--- src/rtl/label_pkg.sv ---
// label_pkg: shared definitions for the label-stream bounding-box tracker.
//   - label_e       : per-pixel class codes produced by the segmentation stage
//   - H_ACT / V_ACT : active label raster (QVGA)
//   - NO_BOX_COORD  : off-screen coordinate published while no box is live
//   - state_t       : tracker FSM encoding, kept as plain constants so the
//                     state register stays a simple 2-bit vector
package label_pkg;

  typedef enum logic [2:0] {
    ROAD       = 3'd0,
    WALKROAD   = 3'd1,
    BACKGROUND = 3'd2,
    CAR        = 3'd3,
    HUMAN      = 3'd4
  } label_e;

  localparam int H_ACT = 320;
  localparam int V_ACT = 240;

  // 400 sits past the right/bottom edge and still leaves room for the
  // downstream +/-20 marker offset without wrapping a 10-bit coordinate.
  localparam logic [9:0] NO_BOX_COORD = 10'd400;

  // Running min starts at the largest code so any real pixel replaces it.
  localparam logic [9:0]  COORD_MIN_INIT = 10'h3FF;
  localparam logic [9:0]  COORD_MAX_INIT = 10'd0;
  localparam logic [16:0] COUNT_SAT      = 17'h1FFFF;

  typedef logic [1:0] state_t;
  localparam state_t ST_IDLE   = 2'd0;
  localparam state_t ST_ACCUM  = 2'd1;
  localparam state_t ST_COMMIT = 2'd2;

endpackage

--- src/rtl/label_bbox_tracker_accum.sv ---
// bbox_accum: running bounding box and pixel count for the frame in flight.
// Ports:
//   clk, reset_n     clock, asynchronous active-low reset
//   init             reload min/max/count to their empty values this edge
//   add_pix          fold pix_x/pix_y into the box and bump the count
//   pix_x, pix_y     coordinates of the current pixel
//   rxmin..rymax     running box
//   rcnt             running qualified-pixel count (saturating)
// When init and add_pix coincide, the pixel merges with the empty values,
// so it becomes the first pixel of the new frame.
module bbox_accum
  import label_pkg::*;
(
  input  logic        clk,
  input  logic        reset_n,
  input  logic        init,
  input  logic        add_pix,
  input  logic [9:0]  pix_x,
  input  logic [9:0]  pix_y,
  output logic [9:0]  rxmin,
  output logic [9:0]  rymin,
  output logic [9:0]  rxmax,
  output logic [9:0]  rymax,
  output logic [16:0] rcnt
);

  logic [9:0]  base_xmin, base_ymin, base_xmax, base_ymax;
  logic [16:0] base_cnt;
  logic [9:0]  nxt_xmin, nxt_ymin, nxt_xmax, nxt_ymax;
  logic [16:0] nxt_cnt;

  always_comb begin
    base_xmin = init ? COORD_MIN_INIT : rxmin;
    base_ymin = init ? COORD_MIN_INIT : rymin;
    base_xmax = init ? COORD_MAX_INIT : rxmax;
    base_ymax = init ? COORD_MAX_INIT : rymax;
    base_cnt  = init ? '0 : rcnt;

    // NOTE: every output of this block gets a value before any branch, so no
    // path leaves a variable unassigned and no latch is inferred.
    nxt_xmin = base_xmin;
    nxt_ymin = base_ymin;
    nxt_xmax = base_xmax;
    nxt_ymax = base_ymax;
    nxt_cnt  = base_cnt;

    if (add_pix) begin
      nxt_xmin = (pix_x < base_xmin) ? pix_x : base_xmin;
      nxt_ymin = (pix_y < base_ymin) ? pix_y : base_ymin;
      nxt_xmax = (pix_x > base_xmax) ? pix_x : base_xmax;
      nxt_ymax = (pix_y > base_ymax) ? pix_y : base_ymax;
      nxt_cnt  = (base_cnt == COUNT_SAT) ? base_cnt : base_cnt + 1'b1;
    end
  end

  // NOTE: state registers use non-blocking assignments so every register
  // samples pre-edge values, independent of statement order.
  always_ff @(posedge clk or negedge reset_n) begin
    if (!reset_n) begin
      rxmin <= COORD_MIN_INIT;
      rymin <= COORD_MIN_INIT;
      rxmax <= COORD_MAX_INIT;
      rymax <= COORD_MAX_INIT;
      rcnt  <= '0;
    end else begin
      rxmin <= nxt_xmin;
      rymin <= nxt_ymin;
      rxmax <= nxt_xmax;
      rymax <= nxt_ymax;
      rcnt  <= nxt_cnt;
    end
  end

endmodule

--- src/rtl/label_bbox_tracker.sv ---
// label_bbox_tracker: watches the per-pixel label stream and publishes one
// bounding box per frame for the target class. The box is updated only in
// the single COMMIT cycle after frame_end, so it stays stable for the whole
// following display frame.
// Ports:
//   clk, reset_n           clock, asynchronous active-low reset
//   frame_start            pulse before the first pixel of a frame
//   frame_end              pulse on or after the last pixel of a frame
//   pix_valid              pix_x/pix_y/pix_label valid this cycle
//   pix_x, pix_y           pixel column / row
//   pix_label              pixel class
//   x_min..y_max           committed box (NO_BOX_COORD when none)
//   box_valid              committed box is live
//   pix_count              target pixel count of the last completed frame
//   frame_done             one-cycle pulse when the outputs update
module label_bbox_tracker
  import label_pkg::state_t, label_pkg::ST_IDLE, label_pkg::ST_ACCUM,
         label_pkg::ST_COMMIT, label_pkg::NO_BOX_COORD;
#(
  parameter int         H_ACT        = label_pkg::H_ACT,
  parameter int         V_ACT        = label_pkg::V_ACT,
  parameter logic [2:0] TARGET_LABEL = label_pkg::CAR,
  parameter int         MIN_COUNT    = 64,
  parameter int         HOLD_FRAMES  = 4
) (
  input  logic        clk,
  input  logic        reset_n,
  input  logic        frame_start,
  input  logic        frame_end,
  input  logic        pix_valid,
  input  logic [9:0]  pix_x,
  input  logic [9:0]  pix_y,
  input  logic [2:0]  pix_label,
  output logic [9:0]  x_min,
  output logic [9:0]  y_min,
  output logic [9:0]  x_max,
  output logic [9:0]  y_max,
  output logic        box_valid,
  output logic [16:0] pix_count,
  output logic        frame_done
);

  localparam int                MISS_W   = $clog2(HOLD_FRAMES + 1);
  localparam logic [MISS_W-1:0] MISS_SAT = MISS_W'(HOLD_FRAMES);
  localparam logic [9:0]        X_LIM    = 10'(H_ACT);
  localparam logic [9:0]        Y_LIM    = 10'(V_ACT);
  localparam logic [16:0]       CNT_MIN  = 17'(MIN_COUNT);

  state_t            state, state_nxt;
  logic              qualify, add_pix, commit_hit;
  logic [MISS_W-1:0] miss, miss_inc;
  logic [9:0]        rxmin, rymin, rxmax, rymax;
  logic [16:0]       rcnt;

  assign qualify = pix_valid && (pix_label == TARGET_LABEL) &&
                   (pix_x < X_LIM) && (pix_y < Y_LIM);

  // A pixel arriving with frame_start during COMMIT belongs to the new frame;
  // IDLE drops everything.
  assign add_pix = qualify &&
                   ((state == ST_ACCUM) || ((state == ST_COMMIT) && frame_start));

  bbox_accum u_accum (
    .clk     (clk),
    .reset_n (reset_n),
    .init    (frame_start),
    .add_pix (add_pix),
    .pix_x   (pix_x),
    .pix_y   (pix_y),
    .rxmin   (rxmin),
    .rymin   (rymin),
    .rxmax   (rxmax),
    .rymax   (rymax),
    .rcnt    (rcnt)
  );

  always_comb begin
    state_nxt = state;
    unique case (state)
      ST_IDLE:   if (frame_start) state_nxt = ST_ACCUM;
      // frame_start wins over a simultaneous frame_end: the frame restarts
      // and nothing is committed.
      ST_ACCUM:  if (frame_end && !frame_start) state_nxt = ST_COMMIT;
      ST_COMMIT: state_nxt = frame_start ? ST_ACCUM : ST_IDLE;
      default:   state_nxt = ST_IDLE;
    endcase
  end

  assign commit_hit = (rcnt >= CNT_MIN);
  assign miss_inc   = (miss == MISS_SAT) ? miss : miss + 1'b1;

  always_ff @(posedge clk or negedge reset_n) begin
    if (!reset_n) begin
      state      <= ST_IDLE;
      miss       <= '0;
      x_min      <= NO_BOX_COORD;
      y_min      <= NO_BOX_COORD;
      x_max      <= NO_BOX_COORD;
      y_max      <= NO_BOX_COORD;
      box_valid  <= 1'b0;
      pix_count  <= '0;
      frame_done <= 1'b0;
    end else begin
      state      <= state_nxt;
      frame_done <= (state == ST_COMMIT);
      if (state == ST_COMMIT) begin
        pix_count <= rcnt;
        if (commit_hit) begin
          x_min     <= rxmin;
          y_min     <= rymin;
          x_max     <= rxmax;
          y_max     <= rymax;
          box_valid <= 1'b1;
          miss      <= '0;
        end else begin
          miss <= miss_inc;
          // Earlier misses keep the previous box on screen.
          if (miss_inc == MISS_SAT) begin
            x_min     <= NO_BOX_COORD;
            y_min     <= NO_BOX_COORD;
            x_max     <= NO_BOX_COORD;
            y_max     <= NO_BOX_COORD;
            box_valid <= 1'b0;
          end
        end
      end
    end
  end

endmodule
--- config.mk ---
export PLATFORM = sky130hd
export DESIGN_NAME = label_bbox_tracker
export DESIGN_NICKNAME = d
export VERILOG_FILES = /design/src/rtl/label_pkg.sv /design/src/rtl/label_bbox_tracker_accum.sv /design/src/rtl/label_bbox_tracker.sv
export SDC_FILE = /design/constraint.sdc
export NUM_CORES = 1
export LEC_CHECK = 0
export CORE_MARGIN = 1.5
export CORE_UTILIZATION = 49
export CTS_CLUSTER_DIAMETER = 200
export DETAILED_ROUTE_END_ITERATION = 12
export GPL_ROUTABILITY_DRIVEN = 0
export GPL_TIMING_DRIVEN = 0
export HOLD_SLACK_MARGIN = 0.05
export PLACE_DENSITY = 0.76
export SYNTH_ARGS = -nofsm -noshare
export SYNTH_HDL_FRONTEND = slang
export SYNTH_SLANG_ARGS = --single-unit
--- constraint.sdc ---
create_clock -name clk -period 2.1 [get_ports clk]
set_input_delay 0.42 -clock clk [delete_from_list [all_inputs] [get_ports clk]]
set_output_delay 0.42 -clock clk [all_outputs]
set_load 0.01 [all_outputs]
Word level (Yosys, flattened, before mapping)
Cells that the tools add are included.

storage, ports and cells
  flip-flop bits (word level) = 121
  input port bits = 28
  output and inout port bits = 59
  word-level logic and storage cells = 71

operators by class
  $add $sub $neg = 2
  order comparisons = 7
  equality and inequality tests = 8
  mux-type cells = 28
  reductions and logical operators = 12

operators with widths
  operator                                                                               number
  10-bit 2-to-1 mux                                                                      17
  17-bit 2-to-1 mux                                                                      3
  10-bit > comparator                                                                    2
  10-bit < comparator                                                                    2
  17-bit by 1-bit adder with 17-bit output (second input constant)                       1
  17-bit equality test (second input constant)                                           1
  17-bit by 7-bit greater-or-equal comparator with 1-bit output (second input constant)  1
  10-bit by 8-bit < comparator with 1-bit output (second input constant)                 1
  10-bit by 9-bit < comparator with 1-bit output (second input constant)                 1
  3-bit equality test (second input constant)                                            2
  1-bit logical AND                                                                      6
  3-bit 2-to-1 mux                                                                       2
  2-bit case mux with 3 select lines                                                     1
  2-bit 2-to-1 mux                                                                       2
  2-bit AND reduction                                                                    2
  3-bit by 1-bit adder with 3-bit output (second input constant)                         1
  3-bit by 2-bit equality test with 1-bit output (second input constant)                 1
  1-bit 2-to-1 mux                                                                       3
  2-bit by 1-bit equality test with 1-bit output (second input constant)                 1
  2-bit equality test (second input constant)                                            1
  2-bit logical NOT                                                                      1
  2-bit by 1-bit inequality test with 1-bit output (second input constant)               1
  2-bit inequality test (second input constant)                                          1
  2-bit nonzero test                                                                     1
  2 further kinds                                                                        2

Longest topological paths before layout
  depth after elaboration = 6
  depth in mapped cells = 11
  depth with buffers taken out = 7

Modules after synthesis
A second synthesis with hierarchy kept.

unflattened totals
  cell total of the unflattened synthesis = 647
  area, all modules = 6661.4 µm²

by module, submodules not included
  module              instances  cells each  area each (µm²)  sequential area each (µm²)
  bbox_accum          1          341         3612.2           1451.4
  label_bbox_tracker  1          306         3049.2           1616.6

Worst setup path after synthesis
OpenSTA, ideal clock, no wires.

  path type = input-to-reg
  from = in frame_start
  to = reg u_accum.rymin[0]
  library setup time = 75 ps
  data arrival time = 2752 ps
  data required time = 2025 ps
  path slack = -727 ps
  stages = 11
  path buffers = 4
  cell sequence = buf_2 -> clkbuf_1 -> clkbuf_1 -> nor2_1 -> ha_1 -> a211o_1 -> a21oi_1 -> a21oi_1 -> or4_1 -> buf_2 -> mux2i_1

between the ends
  longest elaborated chain between the ends = 4
  elaborated cells between the ends (all ways) = 7
  classes of those cells = 1 x order compare; 3 x mux; 3 x reduce/logical

RTL lines
  item                                                     line                                                      source
  start: declaration                                       label_bbox_tracker.sv:28                                  input logic frame_start,
  10-bit 2-to-1 mux or 1-bit logical AND (tied branches)   label_bbox_tracker_accum.sv:34, label_bbox_tracker.sv:61
  10-bit < comparator or 1-bit logical OR (tied branches)  label_bbox_tracker_accum.sv:49, label_bbox_tracker.sv:61
  10-bit 2-to-1 mux or 1-bit logical AND (tied branches)   label_bbox_tracker_accum.sv:49, label_bbox_tracker.sv:60
  10-bit 2-to-1 mux (*)                                    label_bbox_tracker_accum.sv:47                            if (add_pix) begin
  via u_accum.nxt_ymin[0]                                  label_bbox_tracker_accum.sv:29                            logic [9:0] nxt_xmin, nxt_ymin, nxt_xmax, nxt_ymax;
  end signal: assignment                                   label_bbox_tracker_accum.sv:67                            rymin <= nxt_ymin;
  end: declaration                                         label_bbox_tracker_accum.sv:21                            output logic [9:0] rymin,

Mark *: on every way through the listed nets, which the timed path passes. The rest lies on a longest branch.
A chain may end at the register's enable or synchronous reset.

Worst setup path in the final report
  from = in frame_start
  to = reg u_accum.rxmax[0]

between the ends
  longest elaborated chain between the ends = 4
  elaborated cells between the ends (all ways) = 7
  classes of those cells = 1 x order compare; 3 x mux; 3 x reduce/logical

RTL lines
  item                                                     line                                                      source
  10-bit 2-to-1 mux or 1-bit logical AND (tied branches)   label_bbox_tracker_accum.sv:35, label_bbox_tracker.sv:61
  10-bit > comparator or 1-bit logical OR (tied branches)  label_bbox_tracker_accum.sv:50, label_bbox_tracker.sv:61
  10-bit 2-to-1 mux or 1-bit logical AND (tied branches)   label_bbox_tracker_accum.sv:50, label_bbox_tracker.sv:60
  10-bit 2-to-1 mux (*)                                    label_bbox_tracker_accum.sv:47
  via u_accum.nxt_xmax[0]                                  label_bbox_tracker_accum.sv:29
  end signal: assignment                                   label_bbox_tracker_accum.sv:68                            rxmax <= nxt_xmax;
  end: declaration                                         label_bbox_tracker_accum.sv:22                            output logic [9:0] rxmax,

Marked as above.

==> impl_metrics.py <==
metrics = {
    "critical_path": {
        "cp_common_cell": "buf_12",
        "rrSetupSlack_ns": -0.15,
        "timing.rr.start": "u_accum.rxmax[9]",
        "reg2reg_depth": 8,
        "worstPathRequired_ns": 2.42,
        "slowest_delay_ns": 0.31,
        "critPathArrivalTime_ns": 2.57,
        "crit_buf_inv": 4,
        "crit_chain": "buf_12, buf_12, clkbuf_8, nand2b_4, ha_4, nand4_1, a211oi_2, a2111oi_4, a311o_1, buf_6, mux2_4",
        "cp-start-kind": "primary input",
        "critPathSlowestCell": "a211oi_2",
        "critPathCaptureType": "flop",
        "r2r-end": "u_accum.rxmax[0]",
        "crit_type": "in -> reg",
        "crit_cells": 11,
        "cp_top_family": "compound AO/OA/AOI/OAI gates",
        "crit_fanout": 6,
    },
    "final_layout": {
        "post-route-util_pct": 75.9,
        "drive_above_1_share_pct": 34.9,
        "design_area_mm2": 0.00911,
        "nets": 783,
        "n_antenna_cell": 0,
        "area_growth_pct": 51.5,
    },
    "detailed_routing": {
        "antenna_left": 0,
        "viasPerCell": 5.99,
        "wl_per_cell_um": 21.0,
        "num_vias": 5233,
        "drtIter0Drc": 329,
        "drc": 0,
        "finalWirelength_mm": 18.4,
        "dr.pass1.iters": 6,
    },
    "min_path": {
        "hp-class": "in -> reg",
        "min_to": "u_accum.rxmax[0]",
        "min_from": "pix_x[0]",
        "min_delay_path_depth": 2,
    },
    "synthesis": {
        "synth_top_cell_by_area": "dfrtp_1",
        "synth_top_area_share_pct": 37.0,
        "yosys_warnings": 0,
        "ys_ff_latch": 121,
        "synth_most_common_cell": "dfrtp_1",
        "synth.area.top_cells": "dfrtp_1, dfstp_2, ha_1, mux2i_1, a22o_1",
        "mappedNetlistNets": 626,
        "yosysUniqueCellTypes": 51,
        "ys_async_sr_fraction_pct": 100,
        "yosys_most_used_dff": "dfrtp_1",
        "syn_inst": 557,
        "syn_area_mm2": 0.00602,
        "seq_area_frac_synth_pct": 51.0,
        "synth_edf_count": 0,
        "avgSynthCellArea_um2": 10.8,
        "yosys-top-cells-count": "dfrtp_1, nand2_1, ha_1",
    },
    "floorplan": {
        "die_area_mm2": 0.0130,
        "die_y_um": 114,
        "ios": 87,
        "fp-row-count": 40,
        "initial_core_util_pct": 50.1,
        "coreArea_mm2": 0.0120,
        "dieWidth_um": 114,
    },
    "sta": {
        "clock_skew_ns": 0.00838,
        "setup_tns_ns": -2.91,
        "rsz0062_at_grt": "true",
        "setup_violations": 36,
        "finalCriticalPeriod_ns": 2.25,
        "period_share_pct": 107,
        "max_freq_mhz": 444,
        "tightest_slew_ns": 0.489,
        "whs_ns": 0.363,
        "maxSlewHeadroom_pct": 67.0,
        "fin_ws_ns": -0.154,
        "maxSlewViolCount": 0,
        "finalHoldViolCount": 0,
    },
    "grt": {
        "grt_max_degree": 94,
        "grt_pass1_vias": 5427,
        "antenna_found_initial": 0,
        "grt_usage_pct": 28.4,
        "grt.overflow.total": 0,
        "grt_pass1_wl_mm": 28.1,
    },
    "flow_run": {
        "maxCapViolCount": 0,
    },
    "clocking": {
        "clock_path_buffers": 2,
        "cts_root_buffer": "clkbuf_16",
        "clock-sinks": 121,
        "clkLatencyLatePin_ns": 0.43,
        "htree_levels": 4,
        "clk_pin_slew_worst_paths_ns": 0.06,
        "cts_buffers": 17,
        "cts_tree": "done",
    },
    "placement": {
        "io_buffer_count": 86,
        "dp_hpwl_mm": 10.6,
        "placed_area_mm2": 0.00738,
    },
    "status": {
        "status": "finished with violations",
        "violations": "negative setup slack",
    },
    "pwr": {
        "power.total_mw": 6.31,
        "peakVddDrop_uv": 533,
        "p_leak_nw": 4.30,
        "pwr_density_cell_mw_per_mm2": 693,
    },
}
what timing repair did:
| action | CTS | global route |
|---|---|---|
| gates cloned | 4 | 0 |
| endpoints found under the setup margin | 95 | 84 |
| setup buffers | 30 | 19 |
| hold endpoints to repair | 17 | 0 |
| hold buffers | 1 | 0 |
| gates resized for setup | 98 | 84 |
| pin swaps | 30 | 32 |
cell families (layout without fill, tap and decap cells):
family / Yosys count / in the layout / share of synthesized area [%]
and+or+nand+nor: 196 / 196 / 16.8
DFF: 121 / 121 / 51.0
AOI/OAI and AO/OA: 101 / 101 / 12.2
buffers and inverters: 53 / 223 / 3.89
adders and majority gates: 41 / 41 / 8.53
muxes: 38 / 38 / 6.53
xor gates and xnor gates: 7 / 7 / 1.02
cells in the final DEF (no fill, tap or decap), types with 5 or more instances in the layout:
master           count
a21oi_1             12
a21oi_2             11
a22o_1              28
buf_12               5
buf_4               39
buf_6               17
clkbuf_1            11
clkbuf_16           23
clkbuf_8             9
clkdlybuf4s50_1     69
dfrtp_1             82
dfrtp_2              7
dfstp_2             32
dlygate4sd2_1        6
dlymetal6s2s_1       7
ha_1                21
ha_4                16
inv_1               20
inv_2                5
mux2i_1             30
nand2_1             63
nand2b_1            13
nand2b_4            16
nand3_1              7
nand4_1             11
nor2_1              20
nor2_2               7
nor2_4               6
nor2b_1              5
nor2b_4              5
nor3_1               7
o21ai_0              7
o22a_1              12
xnor2_1              6
worst max path at each step:
stage	startpoint	to	slack [ns]
2_1_floorplan	frame_start	u_accum.rymax[0]	-0.26
3_3_place_gp	reset_n	u_accum.rymax[2]	-3.96
3_5_place_dp	frame_start	u_accum.rymin[7]	-1.11
4_1_cts	frame_start	u_accum.rymin[7]	-0.25
5_1_grt	u_accum.rxmax[9]	u_accum.rxmax[0]	-0.25
6_report	frame_start	u_accum.rxmax[0]	-0.15
layout make-up:
cell class	instances	area, µm²
Multi-Input combinational cell	383	3440
Fill cell	712	2900
Timing Repair Buffer	140	1430
Inverter	26	103
Buffer	25	319
Clock buffer	31	548
Sequential cell	121	3080
Clock inverter	1	5.00
Tap cell	147	184
per-stage QoR:
step	setup WS [ns]	std cells
global placement	-3.96	790
global route	-0.255	874
floorplan	-0.256	557
CTS	-0.251	858
finish	-0.154	874
detailed placement	-1.11	791
power breakdown:
| part | switching [mW] | internal [mW] | total [mW] |
|---|---|---|---|
| combinational | 0.428 | 0.495 | 0.923 |
| sequential | 0.109 | 2.54 | 2.65 |
| clock | 1.01 | 1.73 | 2.73 |
state kept, by name, summed over array words and instances (netlist names), 2 cells and up:
signal / count
state: 2
y_max: 10
u_accum.rymax: 10
x_min: 10
u_accum.rcnt: 17
u_accum.rxmax: 10
pix_count: 17
y_min: 10
x_max: 10
miss: 3
u_accum.rxmin: 10
u_accum.rymin: 10
layer usage:
metal  wire (µm)  track usage (%)  vias up
li1            -                -     2307
met1        7300             34.5     2653
met2        9360             47.3      215
met3         986             6.00       58
met4         710             15.7        0
met5           0                0        -
Power figures use the tool's default switching activity.
